`config.mk`:
```
export PLATFORM = sky130hd
export DESIGN_NAME = fetch_unit_flat
export DESIGN_NICKNAME = d
export VERILOG_FILES = /design/src/rtl/fetch_unit_if.sv /design/src/rtl/fetch_unit.sv /design/src/flat_wrapper.sv
export SDC_FILE = /design/constraint.sdc
export NUM_CORES = 1
export LEC_CHECK = 0
export BUFFER_PORTS_ARGS = -buffer_cell sky130_fd_sc_hd__buf_2
export CORE_MARGIN = 1.5
export CORE_UTILIZATION = 52
export CTS_BUF_LIST = sky130_fd_sc_hd__clkbuf_4 sky130_fd_sc_hd__clkbuf_8
export CTS_CLUSTER_SIZE = 40
export DETAILED_ROUTE_END_ITERATION = 6
export PLACE_DENSITY_LB_ADDON = 0.08
export REMOVE_ABC_BUFFERS = 1
export SYNTH_ARGS = -nofsm -noshare
export SYNTH_HDL_FRONTEND = slang
export SYNTH_SLANG_ARGS = --single-unit
export TNS_END_PERCENT = 100
```
`constraint.sdc`:
```
create_clock -name CLK -period 4.2 [get_ports CLK]
set_clock_uncertainty 0.15 [all_clocks]
set_input_delay 0.21 -clock CLK [delete_from_list [all_inputs] [get_ports CLK]]
set_output_delay 0.21 -clock CLK [all_outputs]
set_load 0.05 [all_outputs]
```
`src/rtl/fetch_unit_if.sv`:
```
// Fetch-unit bus bundle: instruction-memory request/grant/response channel,
// decode-side instruction handshake and the EX redirect inputs.
// master = fetch unit side, slave = memory / pipeline side.
interface fetch_unit_if;
  logic        imem_req;
  logic [31:0] imem_addr;
  logic        imem_gnt;
  logic        imem_rvalid;
  logic [31:0] imem_rdata;
  logic [31:0] Ins;
  logic [31:0] nextPC;
  logic        ins_valid;
  logic        ins_ready;
  logic        redirect;
  logic [31:0] newPC;

  modport master (
    output imem_req, imem_addr, Ins, nextPC, ins_valid,
    input  imem_gnt, imem_rvalid, imem_rdata, ins_ready, redirect, newPC
  );

  modport slave (
    input  imem_req, imem_addr, Ins, nextPC, ins_valid,
    output imem_gnt, imem_rvalid, imem_rdata, ins_ready, redirect, newPC
  );
endinterface

```
`src/rtl/fetch_unit.sv`:
```
// MIPS instruction-fetch front end: owns the PC, issues one word fetch at a
// time to instruction memory and buffers returned words with their PC+4.
// A redirect from EX reloads the PC and flushes all wrong-path work.
// Optional macro FETCH_BYPASS_EN: a response arriving into an empty buffer is
// presented on Ins/nextPC/ins_valid in the same cycle.
module fetch_unit #(
  parameter logic [31:0] RESET_PC = 32'h0000_0000,
  parameter int unsigned DEPTH    = 2
) (
  input logic         CLK,
  input logic         RST,
  fetch_unit_if.master bus
);

  localparam int unsigned    PTR_W = (DEPTH > 1) ? $clog2(DEPTH) : 1;
  localparam logic [PTR_W:0] FULL  = (PTR_W + 1)'(DEPTH);

  typedef enum logic {IDLE, WAIT} state_t;

  state_t             state_q, state_d;
  logic [31:0]        fetch_pc;
  logic [31:0]        req_pc;
  logic               drop;
  logic [PTR_W:0]     count;
  logic [PTR_W-1:0]   rd_ptr, wr_ptr;
  logic [31:0]        ins_mem [DEPTH];
  logic [31:0]        pc_mem  [DEPTH];

  logic               req;
  logic               fire;
  logic               resp_ok;
  logic               bypass;
  logic               head_valid;
  logic               push;
  logic               pop;

  // State register.
  always_ff @(posedge CLK) begin
    if (RST) state_q <= IDLE;
    else     state_q <= state_d;
  end

  // Next-state and request generation; requests are withheld during a
  // redirect so a grant can never race the PC reload.
  always_comb begin
    state_d = state_q;
    req     = 1'b0;
    case (state_q)
      IDLE: begin
        req = !RST && (count < FULL) && !bus.redirect;
        if (req && bus.imem_gnt) state_d = WAIT;
      end
      WAIT: begin
        if (bus.imem_rvalid) state_d = IDLE;
      end
      default: state_d = IDLE;
    endcase
  end

  assign fire       = req && bus.imem_gnt;
  assign resp_ok    = (state_q == WAIT) && bus.imem_rvalid && !drop && !bus.redirect;
  assign head_valid = (count != '0);
`ifdef FETCH_BYPASS_EN
  assign bypass     = resp_ok && !head_valid;
`else
  assign bypass     = 1'b0;
`endif
  // A bypassed word that is consumed immediately never enters the buffer.
  assign push       = resp_ok && !(bypass && bus.ins_ready);
  assign pop        = head_valid && bus.ins_ready && !bus.redirect;

  // Output mux: buffer head first, otherwise the bypassed response, else NOP.
  always_comb begin
    bus.ins_valid = head_valid || bypass;
    bus.Ins       = '0;
    bus.nextPC    = '0;
    if (head_valid) begin
      bus.Ins    = ins_mem[rd_ptr];
      bus.nextPC = pc_mem[rd_ptr];
    end else if (bypass) begin
      bus.Ins    = bus.imem_rdata;
      bus.nextPC = req_pc + 32'd4;
    end
  end

  assign bus.imem_req  = req;
  assign bus.imem_addr = fetch_pc;

  // PC, drop flag and buffer bookkeeping; redirect overrides push/pop.
  always_ff @(posedge CLK) begin
    if (RST) begin
      fetch_pc <= RESET_PC;
      req_pc   <= '0;
      drop     <= 1'b0;
      count    <= '0;
      rd_ptr   <= '0;
      wr_ptr   <= '0;
    end else begin
      if (fire) begin
        req_pc   <= fetch_pc;
        fetch_pc <= fetch_pc + 32'd4;
      end
      if (state_q == WAIT && bus.imem_rvalid) drop <= 1'b0;
      if (bus.redirect) begin
        fetch_pc <= bus.newPC & ~32'd3;
        count    <= '0;
        rd_ptr   <= '0;
        wr_ptr   <= '0;
        if (state_q == WAIT && !bus.imem_rvalid) drop <= 1'b1;
      end else begin
        if (push) wr_ptr <= wr_ptr + 1'b1;
        if (pop)  rd_ptr <= rd_ptr + 1'b1;
        case ({push, pop})
          2'b10:   count <= count + 1'b1;
          2'b01:   count <= count - 1'b1;
          default: count <= count;
        endcase
      end
    end
  end

  // Buffer storage; contents are qualified by count so no reset is needed.
  always_ff @(posedge CLK) begin
    if (push) begin
      ins_mem[wr_ptr] <= bus.imem_rdata;
      pc_mem[wr_ptr]  <= req_pc + 32'd4;
    end
  end

endmodule

```
`src/flat_wrapper.sv`:
```
// flat-port wrapper written by rule: the top's interface ports become plain ports
module fetch_unit_flat 
#(
  parameter logic [31:0] RESET_PC = 32'h0000_0000,
  parameter int unsigned DEPTH    = 2
)
  (CLK, RST, bus_imem_req, bus_imem_addr, bus_Ins, bus_nextPC, bus_ins_valid, bus_imem_gnt, bus_imem_rvalid, bus_imem_rdata, bus_ins_ready, bus_redirect, bus_newPC);
  fetch_unit_if bus_i ();
  input logic CLK;
  input logic RST;
  output wire logic [$bits(bus_i.imem_req)-1:0] bus_imem_req;
  output wire logic [$bits(bus_i.imem_addr)-1:0] bus_imem_addr;
  output wire logic [$bits(bus_i.Ins)-1:0] bus_Ins;
  output wire logic [$bits(bus_i.nextPC)-1:0] bus_nextPC;
  output wire logic [$bits(bus_i.ins_valid)-1:0] bus_ins_valid;
  input wire logic [$bits(bus_i.imem_gnt)-1:0] bus_imem_gnt;
  input wire logic [$bits(bus_i.imem_rvalid)-1:0] bus_imem_rvalid;
  input wire logic [$bits(bus_i.imem_rdata)-1:0] bus_imem_rdata;
  input wire logic [$bits(bus_i.ins_ready)-1:0] bus_ins_ready;
  input wire logic [$bits(bus_i.redirect)-1:0] bus_redirect;
  input wire logic [$bits(bus_i.newPC)-1:0] bus_newPC;
  assign bus_imem_req = bus_i.imem_req;
  assign bus_imem_addr = bus_i.imem_addr;
  assign bus_Ins = bus_i.Ins;
  assign bus_nextPC = bus_i.nextPC;
  assign bus_ins_valid = bus_i.ins_valid;
  assign bus_i.imem_gnt = bus_imem_gnt;
  assign bus_i.imem_rvalid = bus_imem_rvalid;
  assign bus_i.imem_rdata = bus_imem_rdata;
  assign bus_i.ins_ready = bus_ins_ready;
  assign bus_i.redirect = bus_redirect;
  assign bus_i.newPC = bus_newPC;
  fetch_unit #(.RESET_PC(RESET_PC), .DEPTH(DEPTH)) u_core (.CLK(CLK), .RST(RST), .bus(bus_i));
endmodule
```
==> results.py <==
metrics = {
    "timing": {
        "drv_slew": 0,
        "fin_crit_ps": 2790,
        "max_freq_mhz": 358,
        "hold_violations": 0,
        "period_share": 0.665,
        "rsz0062_at_grt": "no",
        "relSlewSlack": 0.381,
        "tns_ps": 0,
        "setup_viol": 0,
        "tightest_slew_ps": 921,
    },
    "final_layout": {
        "antennaDiodeCount": 0,
        "final_common_cell": "buf_2",
        "multiInputGateArea_mm2": 0.00313,
        "final_cell_mix": "buf_2 (161), edfxtp_1 (124), nand2_1 (98)",
        "syn2layout_area_growth_pct": 23.4,
        "fill_cells": 1326,
        "seq_area_mm2": 0.00507,
        "final_nets": 1040,
        "drive_above_1_share": 0.217,
    },
    "die": {
        "die_w_um": 130,
        "die_area_mm2": 0.0170,
        "die_h_um": 130,
        "initial_utilization": 0.531,
        "rows": 46,
        "io_pins": 168,
        "core_area_mm2": 0.0159,
    },
    "critical_path": {
        "worst-path-max-fanout": 22,
        "arrival_ps": 2950,
        "r2r_start": "u_core.count[1]",
        "cp_top_family": "simple AND/OR/NAND/NOR gates",
        "slowest_stage": "or4_4",
        "crit_path_start_kind": "register",
        "reg2reg_slack_ps": 1410,
        "rr_endpoint": "u_core.bus.imem_addr[19]",
        "worst-r2r-cell-count": 6,
        "critPathBufInv": 2,
        "crit_type": "register to register",
        "critPathRequiredTime_ps": 4350,
        "crit_path_cell_trace": "or4_4, inv_1, nand2_1, buf_4, a31oi_1, o221ai_1",
        "startpoint": "u_core.count[1]",
        "cp_slowest_stage_delay_ps": 690,
        "end_kind": "register",
    },
    "synthesis": {
        "synth_edf_count": 124,
        "synth_top_flop_cell": "edfxtp_1",
        "syn-cell-area_mm2": 0.00843,
        "synth_top_area_frac": 0.442,
        "syn_area_per_cell_um2": 11.0,
        "yosys_register_bits": 191,
        "async_reset_ff_frac": 0,
        "synthTopCellsByArea": "edfxtp_1 (44%), dfxtp_1 (16%), mux2i_1 (7.4%)",
        "ys_types": 50,
        "yosysSeqAreaShare": 0.601,
        "yosysTopAreaCell": "edfxtp_1",
        "synth_cells": 765,
        "ys_warn_count": 0,
    },
    "pwr": {
        "power_mw": 3.58,
        "power.leakage_nw": 3.78,
        "power_density_mw_per_mm2": 344,
        "peakVddDrop_v": 0.000192,
    },
    "grt": {
        "grt_max_degree": 70,
        "grt_antenna_before_repair": 0,
        "gr-total-overflow": 0,
        "grt_pass1_vias": 6192,
        "grt_first_pass_wirelength_um": 30200,
        "grt.total_usage": 0.231,
    },
    "worst_hold_path": {
        "holdPathStages": 4,
        "hold_start": "bus_ins_ready",
        "hold_end": "u_core.rd_ptr",
        "hold_path.class": "input pin to register",
    },
    "placed_design": {
        "dp_hpwl_um": 12800,
        "gp_congestion": 0.827,
        "port_buffers": 161,
    },
    "clocking": {
        "cts_tree": "yes",
        "ctsRootBufferMaster": "clkbuf_8",
        "htreeDepth": 4,
        "numCtsBuffers": 17,
        "postCtsSetupBuffers": 0,
        "clockBufferDepth": 2,
        "cts.sinks": 191,
        "clock_latency_ps": 460,
        "clk_transition_reported_paths_ps": 90,
    },
    "route": {
        "drc_errors": 0,
        "detail_route.wirelength_um": 19600,
        "viasPerCell": 5.51,
        "firstDrtPassIters": 5,
        "vias": 6594,
        "routedWlPerCell_um": 16.4,
        "postRouteAntennaNets": 0,
        "drt_iter0_markers": 375,
    },
    "outcome": {
        "status": "completed",
    },
    "run": {
        "cap_violations": 0,
    },
}
cell usage after synthesis, types with 2 or more instances:
cell,count
nand3_1,27
nand4_1,20
o221ai_1,4
ha_1,3
a32oi_1,4
a31oi_1,14
buf_1,4
a211oi_1,2
o21ai_0,8
o211ai_1,10
or4_1,13
clkbuf_1,39
o311ai_0,6
a311oi_1,4
nor4_1,5
a21o_1,3
or3_1,15
and4_1,7
o31ai_1,3
nor2_1,80
xor2_1,9
dfxtp_1,67
mux2i_1,62
buf_2,2
and3_1,6
nand2_1,98
or2_2,3
edfxtp_1,124
xnor2_1,25
o311a_1,2
inv_1,16
nand2b_1,3
a21oi_1,39
and2_1,5
nor3_1,15
buf_4,4
kinds of logic (layout without fill, tap and decap cells):
logic type      Yosys count  count (layout)  share of synthesized area
simple gates            303             303                      0.171
xor+xnor                 34              34                     0.0353
flops                   191             191                      0.601
other cells               1               4                   0.000445
mux                      62              62                     0.0736
buf+inv                  66             278                     0.0324
compound gates          105             105                     0.0816
fa+ha+maj                 3               3                    0.00445
timing repair:
action                                  CTS  global route
endpoints found under the hold margin    91             0
endpoints found under the setup margin    0             0
hold buffers                             58             0
gates resized for setup                   0             0
worst reg2reg max path: cells and delay by family, from the launching register on:
family          cells  cell delay [ps]
compound gates      2              320
buf+inv             2              590
flops               1              410
simple gates        2             1160
worst max-delay path by stage:
| stage | to | slack (ps) | cells after the start |
|---|---|---|---|
| floorplan | u_core.count[1] | -160 | 8 |
| global placement | u_core.bus.imem_addr[19] | 1480 | 6 |
| detailed placement | u_core.bus.imem_addr[19] | 1420 | 6 |
| CTS | u_core.bus.imem_addr[19] | 1400 | 6 |
| global route | u_core.bus.imem_addr[19] | 1190 | 6 |
| finish | u_core.bus.imem_addr[19] | 1410 | 6 |
layer usage:
layer / share of wire / up-vias / track usage
li1: - / 3202 / -
met1: 0.43 / 3164 / 0.279
met2: 0.50 / 205 / 0.408
met3: 0.057 / 23 / 0.0484
met4: 0.013 / 0 / 0.0847
met5: 0 / - / 0
area by class of cell:
| cell class | instances | share of cell area |
|---|---|---|
| flip-flops and latches | 191 | 0.487 |
| inverters | 16 | 0.00577 |
| multi-input cells | 511 | 0.301 |
| repair buffers | 230 | 0.141 |
| well taps | 216 | 0.0260 |
| clock inverters | 13 | 0.0155 |
| clock buffers | 19 | 0.0239 |
sequential cells by signal (all words and copies together), names as in the netlist, named ones only:
name	flops
u_core.ins_mem	64
u_core.pc_mem	60
u_core.bus.imem_addr	30
u_core.req_pc	30
u_core.count	2
u_core.rd_ptr	1
u_core.state_q	1
u_core.wr_ptr	1
per-stage QoR:
stage | setup WS, ps | util | hold slack (ps) | instances | instance area, um2
floorplan | -164 | - | 129 | 718 | 8230
global placement | 1480 | 0.593 | 247 | 1106 | 9420
detailed placement | 1420 | 0.593 | 252 | 1106 | 9420
CTS | 1400 | 0.655 | 4.61 | 1196 | 10400
global route | 1190 | 0.655 | 40.6 | 1196 | 10400
finish | 1410 | 0.655 | 29.7 | 1196 | 10400
report_power, final:
| group | switching, mW | internal, mW |
|---|---|---|
| Clock | 0.630 | 0.604 |
| Sequential | 0.0413 | 2.02 |
| Combinational | 0.185 | 0.108 |
Note: power is estimated with default switching activity, not from simulation.
